<file path="src/rtl/fetch_pc_ctrl_if.sv">
// Fetch-stage bus: redirect/hazard controls, instruction ROM port
// and the registered IF/ID fields handed to decode.
interface fetch_pc_ctrl_if #(
    parameter int ADDRESS_WIDTH = 32,
    parameter int DATA_WIDTH    = 32
);
    logic                     stall_f;
    logic                     flush_d;
    logic [1:0]               pcsrc;
    logic [ADDRESS_WIDTH-1:0] pc_target;
    logic [ADDRESS_WIDTH-1:0] jalr_target;
    logic [DATA_WIDTH-1:0]    instr_f;
    logic [ADDRESS_WIDTH-1:0] pc_f;
    logic [DATA_WIDTH-1:0]    instr_d;
    logic [ADDRESS_WIDTH-1:0] pc_d;
    logic [ADDRESS_WIDTH-1:0] pc_plus4_d;
    logic                     valid_d;
    logic                     fault;

    modport master (
        input  stall_f, flush_d, pcsrc, pc_target, jalr_target, instr_f,
        output pc_f, instr_d, pc_d, pc_plus4_d, valid_d, fault
    );

    modport slave (
        output stall_f, flush_d, pcsrc, pc_target, jalr_target, instr_f,
        input  pc_f, instr_d, pc_d, pc_plus4_d, valid_d, fault
    );
endinterface

</file>
<file path="src/rtl/fetch_pc_ctrl.sv">
// PC sequencing and IF/ID register with sticky fetch-fault halt.
// Only a synchronous reset leaves the HALT state.
module fetch_pc_ctrl #(
    parameter int                       ADDRESS_WIDTH = 32,
    parameter int                       DATA_WIDTH    = 32,
    parameter logic [ADDRESS_WIDTH-1:0] RESET_PC      = '0,
    parameter logic [ADDRESS_WIDTH-1:0] ROM_LAST      = 'hFFF
) (
    input  logic           clk,
    input  logic           rst,
    fetch_pc_ctrl_if.master bus
);
    localparam logic [0:0] RUN  = 1'b0;
    localparam logic [0:0] HALT = 1'b1;

    localparam logic [DATA_WIDTH-1:0]    NOP      = DATA_WIDTH'(32'h00000013);
    localparam logic [ADDRESS_WIDTH-1:0] PC_LIMIT = ROM_LAST - ADDRESS_WIDTH'(3);
    localparam logic [ADDRESS_WIDTH-1:0] FOUR     = ADDRESS_WIDTH'(4);
    localparam logic [ADDRESS_WIDTH-1:0] BIT0     = ADDRESS_WIDTH'(1);

    logic [0:0]               state;
    logic [ADDRESS_WIDTH-1:0] pc;
    logic [ADDRESS_WIDTH-1:0] pc_plus4;
    logic [ADDRESS_WIDTH-1:0] pc_next;
    logic [DATA_WIDTH-1:0]    instr_q;
    logic [ADDRESS_WIDTH-1:0] pc_d_q;
    logic [ADDRESS_WIDTH-1:0] pc_plus4_q;
    logic                     valid_q;
    logic                     fault_q;
    logic                     redirect;
    logic                     bad_pc;
    logic                     fault_cond;

    assign pc_plus4 = pc + FOUR;
    assign redirect = (bus.pcsrc == 2'b01) || (bus.pcsrc == 2'b10);
    assign bad_pc   = (pc[1:0] != 2'b00) || (pc > PC_LIMIT);

    // Only a fetch that would really be consumed may fault.
    assign fault_cond = (state == RUN) && !bus.stall_f && !redirect
                        && !bus.flush_d && bad_pc;

    always_comb begin
        pc_next = pc_plus4;
        case (bus.pcsrc)
            2'b01:   pc_next = bus.pc_target;
            2'b10:   pc_next = bus.jalr_target & ~BIT0;
            default: if (bus.stall_f || fault_cond) pc_next = pc;
        endcase
    end

    always_ff @(posedge clk) begin
        if (rst) begin
            state      <= RUN;
            pc         <= RESET_PC;
            fault_q    <= 1'b0;
            valid_q    <= 1'b0;
            instr_q    <= NOP;
            pc_d_q     <= '0;
            pc_plus4_q <= '0;
        end else if (state == RUN) begin
            pc <= pc_next;
            if (fault_cond) begin
                state   <= HALT;
                fault_q <= 1'b1;
            end
            if (bus.flush_d || fault_cond) begin
                valid_q    <= 1'b0;
                instr_q    <= NOP;
                pc_d_q     <= '0;
                pc_plus4_q <= '0;
            end else if (!bus.stall_f) begin
                valid_q    <= 1'b1;
                instr_q    <= bus.instr_f;
                pc_d_q     <= pc;
                pc_plus4_q <= pc_plus4;
            end
        end
    end

    assign bus.pc_f       = pc;
    assign bus.instr_d    = instr_q;
    assign bus.pc_d       = pc_d_q;
    assign bus.pc_plus4_d = pc_plus4_q;
    assign bus.valid_d    = valid_q;
    assign bus.fault      = fault_q;
endmodule

</file>
<file path="src/flat_wrapper.sv">
// flat-port wrapper written by rule: the top's interface ports become plain ports
module fetch_pc_ctrl_flat 
#(
    parameter int                       ADDRESS_WIDTH = 32,
    parameter int                       DATA_WIDTH    = 32,
    parameter logic [ADDRESS_WIDTH-1:0] RESET_PC      = '0,
    parameter logic [ADDRESS_WIDTH-1:0] ROM_LAST      = 'hFFF
)
  (clk, rst, bus_stall_f, bus_flush_d, bus_pcsrc, bus_pc_target, bus_jalr_target, bus_instr_f, bus_pc_f, bus_instr_d, bus_pc_d, bus_pc_plus4_d, bus_valid_d, bus_fault);
  fetch_pc_ctrl_if #(.ADDRESS_WIDTH(ADDRESS_WIDTH), .DATA_WIDTH(DATA_WIDTH)) bus_i ();
  input  logic clk;
  input  logic rst;
  input wire logic [$bits(bus_i.stall_f)-1:0] bus_stall_f;
  input wire logic [$bits(bus_i.flush_d)-1:0] bus_flush_d;
  input wire logic [$bits(bus_i.pcsrc)-1:0] bus_pcsrc;
  input wire logic [$bits(bus_i.pc_target)-1:0] bus_pc_target;
  input wire logic [$bits(bus_i.jalr_target)-1:0] bus_jalr_target;
  input wire logic [$bits(bus_i.instr_f)-1:0] bus_instr_f;
  output wire logic [$bits(bus_i.pc_f)-1:0] bus_pc_f;
  output wire logic [$bits(bus_i.instr_d)-1:0] bus_instr_d;
  output wire logic [$bits(bus_i.pc_d)-1:0] bus_pc_d;
  output wire logic [$bits(bus_i.pc_plus4_d)-1:0] bus_pc_plus4_d;
  output wire logic [$bits(bus_i.valid_d)-1:0] bus_valid_d;
  output wire logic [$bits(bus_i.fault)-1:0] bus_fault;
  assign bus_i.stall_f = bus_stall_f;
  assign bus_i.flush_d = bus_flush_d;
  assign bus_i.pcsrc = bus_pcsrc;
  assign bus_i.pc_target = bus_pc_target;
  assign bus_i.jalr_target = bus_jalr_target;
  assign bus_i.instr_f = bus_instr_f;
  assign bus_pc_f = bus_i.pc_f;
  assign bus_instr_d = bus_i.instr_d;
  assign bus_pc_d = bus_i.pc_d;
  assign bus_pc_plus4_d = bus_i.pc_plus4_d;
  assign bus_valid_d = bus_i.valid_d;
  assign bus_fault = bus_i.fault;
  fetch_pc_ctrl #(.ADDRESS_WIDTH(ADDRESS_WIDTH), .DATA_WIDTH(DATA_WIDTH), .RESET_PC(RESET_PC), .ROM_LAST(ROM_LAST)) u_core (.clk(clk), .rst(rst), .bus(bus_i));
endmodule
</file>
<file path="config.mk">
export PLATFORM = sky130hd
export DESIGN_NAME = fetch_pc_ctrl_flat
export DESIGN_NICKNAME = d
export VERILOG_FILES = /design/src/rtl/fetch_pc_ctrl_if.sv /design/src/rtl/fetch_pc_ctrl.sv /design/src/flat_wrapper.sv
export SDC_FILE = /design/constraint.sdc
export NUM_CORES = 1
export LEC_CHECK = 0
export ABC_AREA = 1
export CORE_MARGIN = 5
export CORE_UTILIZATION = 46
export CTS_CLUSTER_DIAMETER = 150
export CTS_CLUSTER_SIZE = 10
export DETAILED_ROUTE_END_ITERATION = 10
export DONT_BUFFER_PORTS = 1
export GPL_TIMING_DRIVEN = 0
export REMOVE_ABC_BUFFERS = 1
export SYNTH_ARGS = -nofsm -noshare
export SYNTH_HDL_FRONTEND = slang
export SYNTH_SLANG_ARGS = --single-unit
</file>
<file path="constraint.sdc">
create_clock -name clk -period 3.1 [get_ports clk]
set_input_delay 0.31 -clock clk [delete_from_list [all_inputs] [get_ports clk]]
set_output_delay 0.31 -clock clk [all_outputs]
set_load 0.05 [all_outputs]
</file>
==> After elaboration in Yosys (flattened, before gate mapping) <==
Cells that the tools add are included.
{ "word_totals": {"elab_cells": 41, "inputBits": 102, "reg_bits": 131, "out_inout_bits": 130} }
{ "classes": {"addsub": 1, "n_reduce_logical": 15, "bitwise_logic": 1, "n_eq_ne": 4, "magnitude_cmp": 1, "mux": 12} }
{ "ops": {"columns": ["op", "count"], "rows": [
  ["two-way mux 32 bit", 7],
  ["one-hot mux 32 bit (2 select lines)", 1],
  ["adder 32 x 3 -> 32 bit (second input constant)", 1],
  ["> comparator 32 x 12 -> 1 bit (second input constant)", 1],
  ["AND reduction 2 bit", 3],
  ["logical AND 1 bit", 4],
  ["logical OR 1 bit", 4],
  ["two-way mux 1 bit", 4],
  ["zero test 1 bit", 3],
  ["!= test 3 x 1 -> 1 bit (second input constant)", 1],
  ["== test 2 x 1 -> 1 bit (second input constant)", 1],
  ["== test 2 bit (second input constant)", 1],
  ["!= test 2 x 1 -> 1 bit (second input constant)", 1],
  ["nonzero test 2 bit", 1],
  ["inverter 1 bit", 1]
]} }

==> Depth between registers and ports, before layout <==
{ "depth": {"ltp_word": 9, "depth_mapped": 12, "depth_no_buf": 11} }

==> Least setup slack after synthesis <==
No wires, ideal clock.
{ "synth_path": {"path_type": "register to register", "startpoint": "register u_core.pc[3] (netlist: u_core.bus.pc_f[3])", "endpoint": "register u_core.pc_plus4_q[18] (netlist: u_core.bus.pc_plus4_d[18])", "stages_incl_launch_ff": 12, "n_path_buf": 1, "t_arrival_ns": 1.857, "required_time_ns": 2.961, "setup_ns": 0.139, "path_slack_ns": 1.104, "period_less_slack_ns": 1.996, "path_cell_list": "dfxtp_1 ha_1 buf_2 nand3_1 inv_1 nand2_1 inv_1 nand4_1 nand2_1 nor2_1 a21oi_1 nor2_1"} }
{ "synth_via": {"elab_chain_len": 6, "word_cells_on_any_way": 9, "cone_classes": "add/sub: 1; order compare: 1; eq/ne: 1; mux: 2; reduce/logical: 4"} }
{ "synth_lines": {"columns": ["element", "line", "rtl"], "rows": [
  ["from (decl)", "fetch_pc_ctrl.sv:22", "logic [ADDRESS_WIDTH-1:0] pc;"],
  ["from (signal assigned)", "fetch_pc_ctrl.sv:61", "pc <= pc_next;"],
  ["> comparator 32 x 12 -> 1 bit", "fetch_pc_ctrl.sv:36", "assign bad_pc = (pc[1:0] != 2'b00) || (pc > PC_LIMIT);"],
  ["logical OR 1 bit", "fetch_pc_ctrl.sv:36", null],
  ["logical AND 1 bit", "fetch_pc_ctrl.sv:40", "&& !bus.flush_d && bad_pc;"],
  ["logical OR 1 bit", "fetch_pc_ctrl.sv:66", "if (bus.flush_d || fault_cond) begin"],
  ["!= test 2 x 1 -> 1 bit (no source line)", null, null],
  ["AND reduction 2 bit (no source line)", null, null],
  ["to (signal assigned)", "fetch_pc_ctrl.sv:75", "pc_plus4_q <= pc_plus4;"],
  ["to (decl)", "fetch_pc_ctrl.sv:27", "logic [ADDRESS_WIDTH-1:0] pc_plus4_q;"]
]} }
Parallel ways exist; a longest one is shown, timed or not. The select of a mux whose other input is x is not followed.
A chain may end at the register's enable or synchronous reset.

==> Worst setup path after layout <==
{ "layout_path": {"startpoint": "register u_core.pc[25] (netlist: u_core.bus.pc_f[25])", "endpoint": "register u_core.pc[19] (netlist: u_core.bus.pc_f[19])"} }
{ "layout_via": {"elab_chain_len": 6} }
{ "layout_lines": {"columns": ["element", "line", "rtl"], "rows": [
  ["> comparator 32 x 12 -> 1 bit", "fetch_pc_ctrl.sv:36", null],
  ["logical OR 1 bit", "fetch_pc_ctrl.sv:36", null],
  ["logical AND 1 bit", "fetch_pc_ctrl.sv:40", null],
  ["logical OR 1 bit", "fetch_pc_ctrl.sv:47", "default: if (bus.stall_f || fault_cond) pc_next = pc;"],
  ["!= test 3 x 1 -> 1 bit (no source line)", null, null],
  ["AND reduction 2 bit (no source line)", null, null]
]} }
Every way passes these cells.

==> qor.csv <==
metric,value,unit
worstMarginPinSlew,0.9700,ns
diodes,0,
hpwl,12340,um
drc_errors,0,
numCtsBuffers,17,
core,0.01372,sq mm
start_kind,register,
worstSetupEndpointType,register,
synth_seq_cells,129,
power,4.624,mW
period_needed,2.726,ns
synth.avg_cell_area,6.601,sq um
power.leakage,2.630,nW
grt_antenna_before_repair,0,
min_period_over_period,87.93,%
wl_per_cell,16.78,um
seq_area_frac_synth,40.71,%
root_buffer,clkbuf_16,
layout-drive-gt1-share,6.952,%
io_buffers,0,
routed_wl,18720,um
pin_count,232,
power.density,669.3,mW/mm^2
die-height,127.4,um
maxSlewViolCount,0,
maxCapViolations,0,
synth_cells,961,
crit_path_start,u_core.bus.pc_f[25]$_SDFFE_PP0P_,
max_freq,0.3669,GHz
crit_fanout,32,
die-area,0.01624,sq mm
fin_nets,1027,
grt_pass1_wl,29480,um
grt_max_degree,104,
grt.total_usage,22.64,%
setup_violations,0,
first_iter_violations,331,
cts.clk_slew.worst_paths,0.05,ns
rsz0062_at_grt,no,
grt_pass1_vias,5606,
dp.cells,1082,
gp_congestion,0.8214,
final_antenna_net_count,0,
die_x,127.4,um
ys_types,30,
ir_drop,0.0004309,V
slew_headroom,35.25,%
hold_path_class,input port to register,
min_from,bus_instr_f[7],
status,"finished, final reports clean",
clkLatencyLatePin,0.41,ns
vias_per_cell,5.297,
cts.sinks,129,
crit_required,3.40,ns
clockBufferDepth,2,
firstDrtPassIters,5,
hold_viol,0,
crit_type,register to register,
htree_levels,4,
critical_path_arrival,3.03,ns
vias,5906,
cts_tree,yes,
area.growth.synth_to_final,8.915,%
syn_area,0.006344,sq mm
rows,43,
finClkSkew,0.009250,ns
final_cells,1115,
r2r_start,u_core.bus.pc_f[25]$_SDFFE_PP0P_,
start_util,46.24,%
overflow,0,
ys_warn_count,0,
## registers in the layout, indices dropped and copies added, names as in the netlist
signal,flops
u_core.bus.instr_d,32
u_core.bus.pc_d,30
u_core.bus.fault,1
u_core.bus.pc_plus4_d,32
u_core.bus.valid_d,1
u_core.state,1
u_core.bus.pc_f,32
## cells by family after synthesis
logic type               share of synthesized area (%)
adder cells (fa/ha/maj)                         0.5918
multiplexers                                    0.1578
XOR/XNOR                                        0.9665
AO/OA/AOI/OAI                                    15.05
buffers and inverters                            7.297
flip-flops                                       40.71
AND/OR/NAND/NOR                                  35.23
## power by group
group          switching, mW  total, mW  internal (mW)
Sequential             0.446       2.20           1.75
Combinational          0.352      0.525          0.173
Clock                  0.698       1.90           1.20
## final cells by class
cell class,count,area [sq um]
fillers,1500,6810
multi-input cells,728,3311
flip-flops and latches,129,2582
clock buffers,27,513.0
well taps,180,225.2
inverters,44,172.7
repair buffers,2,55.05
clock inverters,5,50.05
## critical path, cell delays in order (launching register included)
cell,delay (ns)
dfxtp_1,0.87
nor2_1,0.14
nand3_1,0.10
nor2_1,0.05
nand2_1,0.10
nand2_2,0.11
nand2_1,0.09
nand2_2,0.41
nand2_4,0.50
nand2_1,0.10
nand2_1,0.08
nor2_1,0.05
## worst paths after layout
| kind | endpoint | slack (ns) | depth (start not counted) |
|---|---|---|---|
| setup / recovery | u_core.bus.pc_f[19]$_SDFFE_PP0P_ | 0.37 | 11 |
| hold / removal | u_core.bus.instr_d[7]$_SDFFE_PP0P_ | 0.03 | 2 |
| setup reg to reg | u_core.bus.pc_f[19]$_SDFFE_PP0P_ | 0.37 | 11 |
| hold reg to reg | u_core.bus.pc_f[0]$_SDFFE_PP0P_ | 0.63 | 2 |
## placed cells by master (no fill, tap or decap), types with 2 or more instances in the layout
cell type	n
a22o_1	27
inv_1	39
ha_2	2
nor2_1	102
nand3_1	65
buf_16	2
a21oi_1	116
o21ai_0	5
nand2_1	365
clkinv_2	4
nor2_2	3
clkbuf_1	5
inv_2	2
xor2_1	6
clkbuf_8	5
nand4_1	3
dfxtp_1	129
o22ai_1	3
clkbuf_16	17
a21oi_2	10
nand2_2	12
or2_2	2
## metal layers
layer	part of all wire, %	track usage, %
met5	0	0
met4	1.2	6.688
met3	9.8	8.152
met2	45	36.05
met1	44	28.86
## stage by stage
stage,setup slack [ns],util (%),cell area [sq um],hold WS [ns],TNS (ns)
after detailed placement,-0.8797,45.96,6306,0.3929,-34.20
after floorplan,0.3798,-,6051,0.3724,0
after global routing,0.1469,50.36,6909,0.02027,0
final,0.3741,50.36,6909,0.03149,0
after CTS,0.09131,50.32,6904,0.01581,0
after global placement,-0.8654,45.75,6276,0.3906,-33.76
## Yosys cell counts (all sizes together)
cell    number  area, sq um
nor2       105        401.6
a31oi        1        6.260
o22ai        3        18.77
ha           3        37.54
mux2i        1        10.01
nand4        3        18.77
xor2         6        52.55
o21ai        5        25.02
dfxtp      129         2582
a22o        27        236.5
nand3       67        352.8
nand2      378         1449
a21oi      126        668.1
buf         26        165.1
or2          2        12.51
clkinv       2        12.51
inv         42        157.6
clkbuf      34        127.6
xnor2        1        8.760
## timing repair
| item | in CTS | in global routing |
|---|---|---|
| gates resized for setup | 2 | 0 |
| hold buffers | 1 | 0 |
| hold endpoints to repair | 103 | 0 |
| setup endpoints to repair | 25 | 0 |
| buffers inserted | 0 | 0 |
Power figures use the tool's default switching activity.
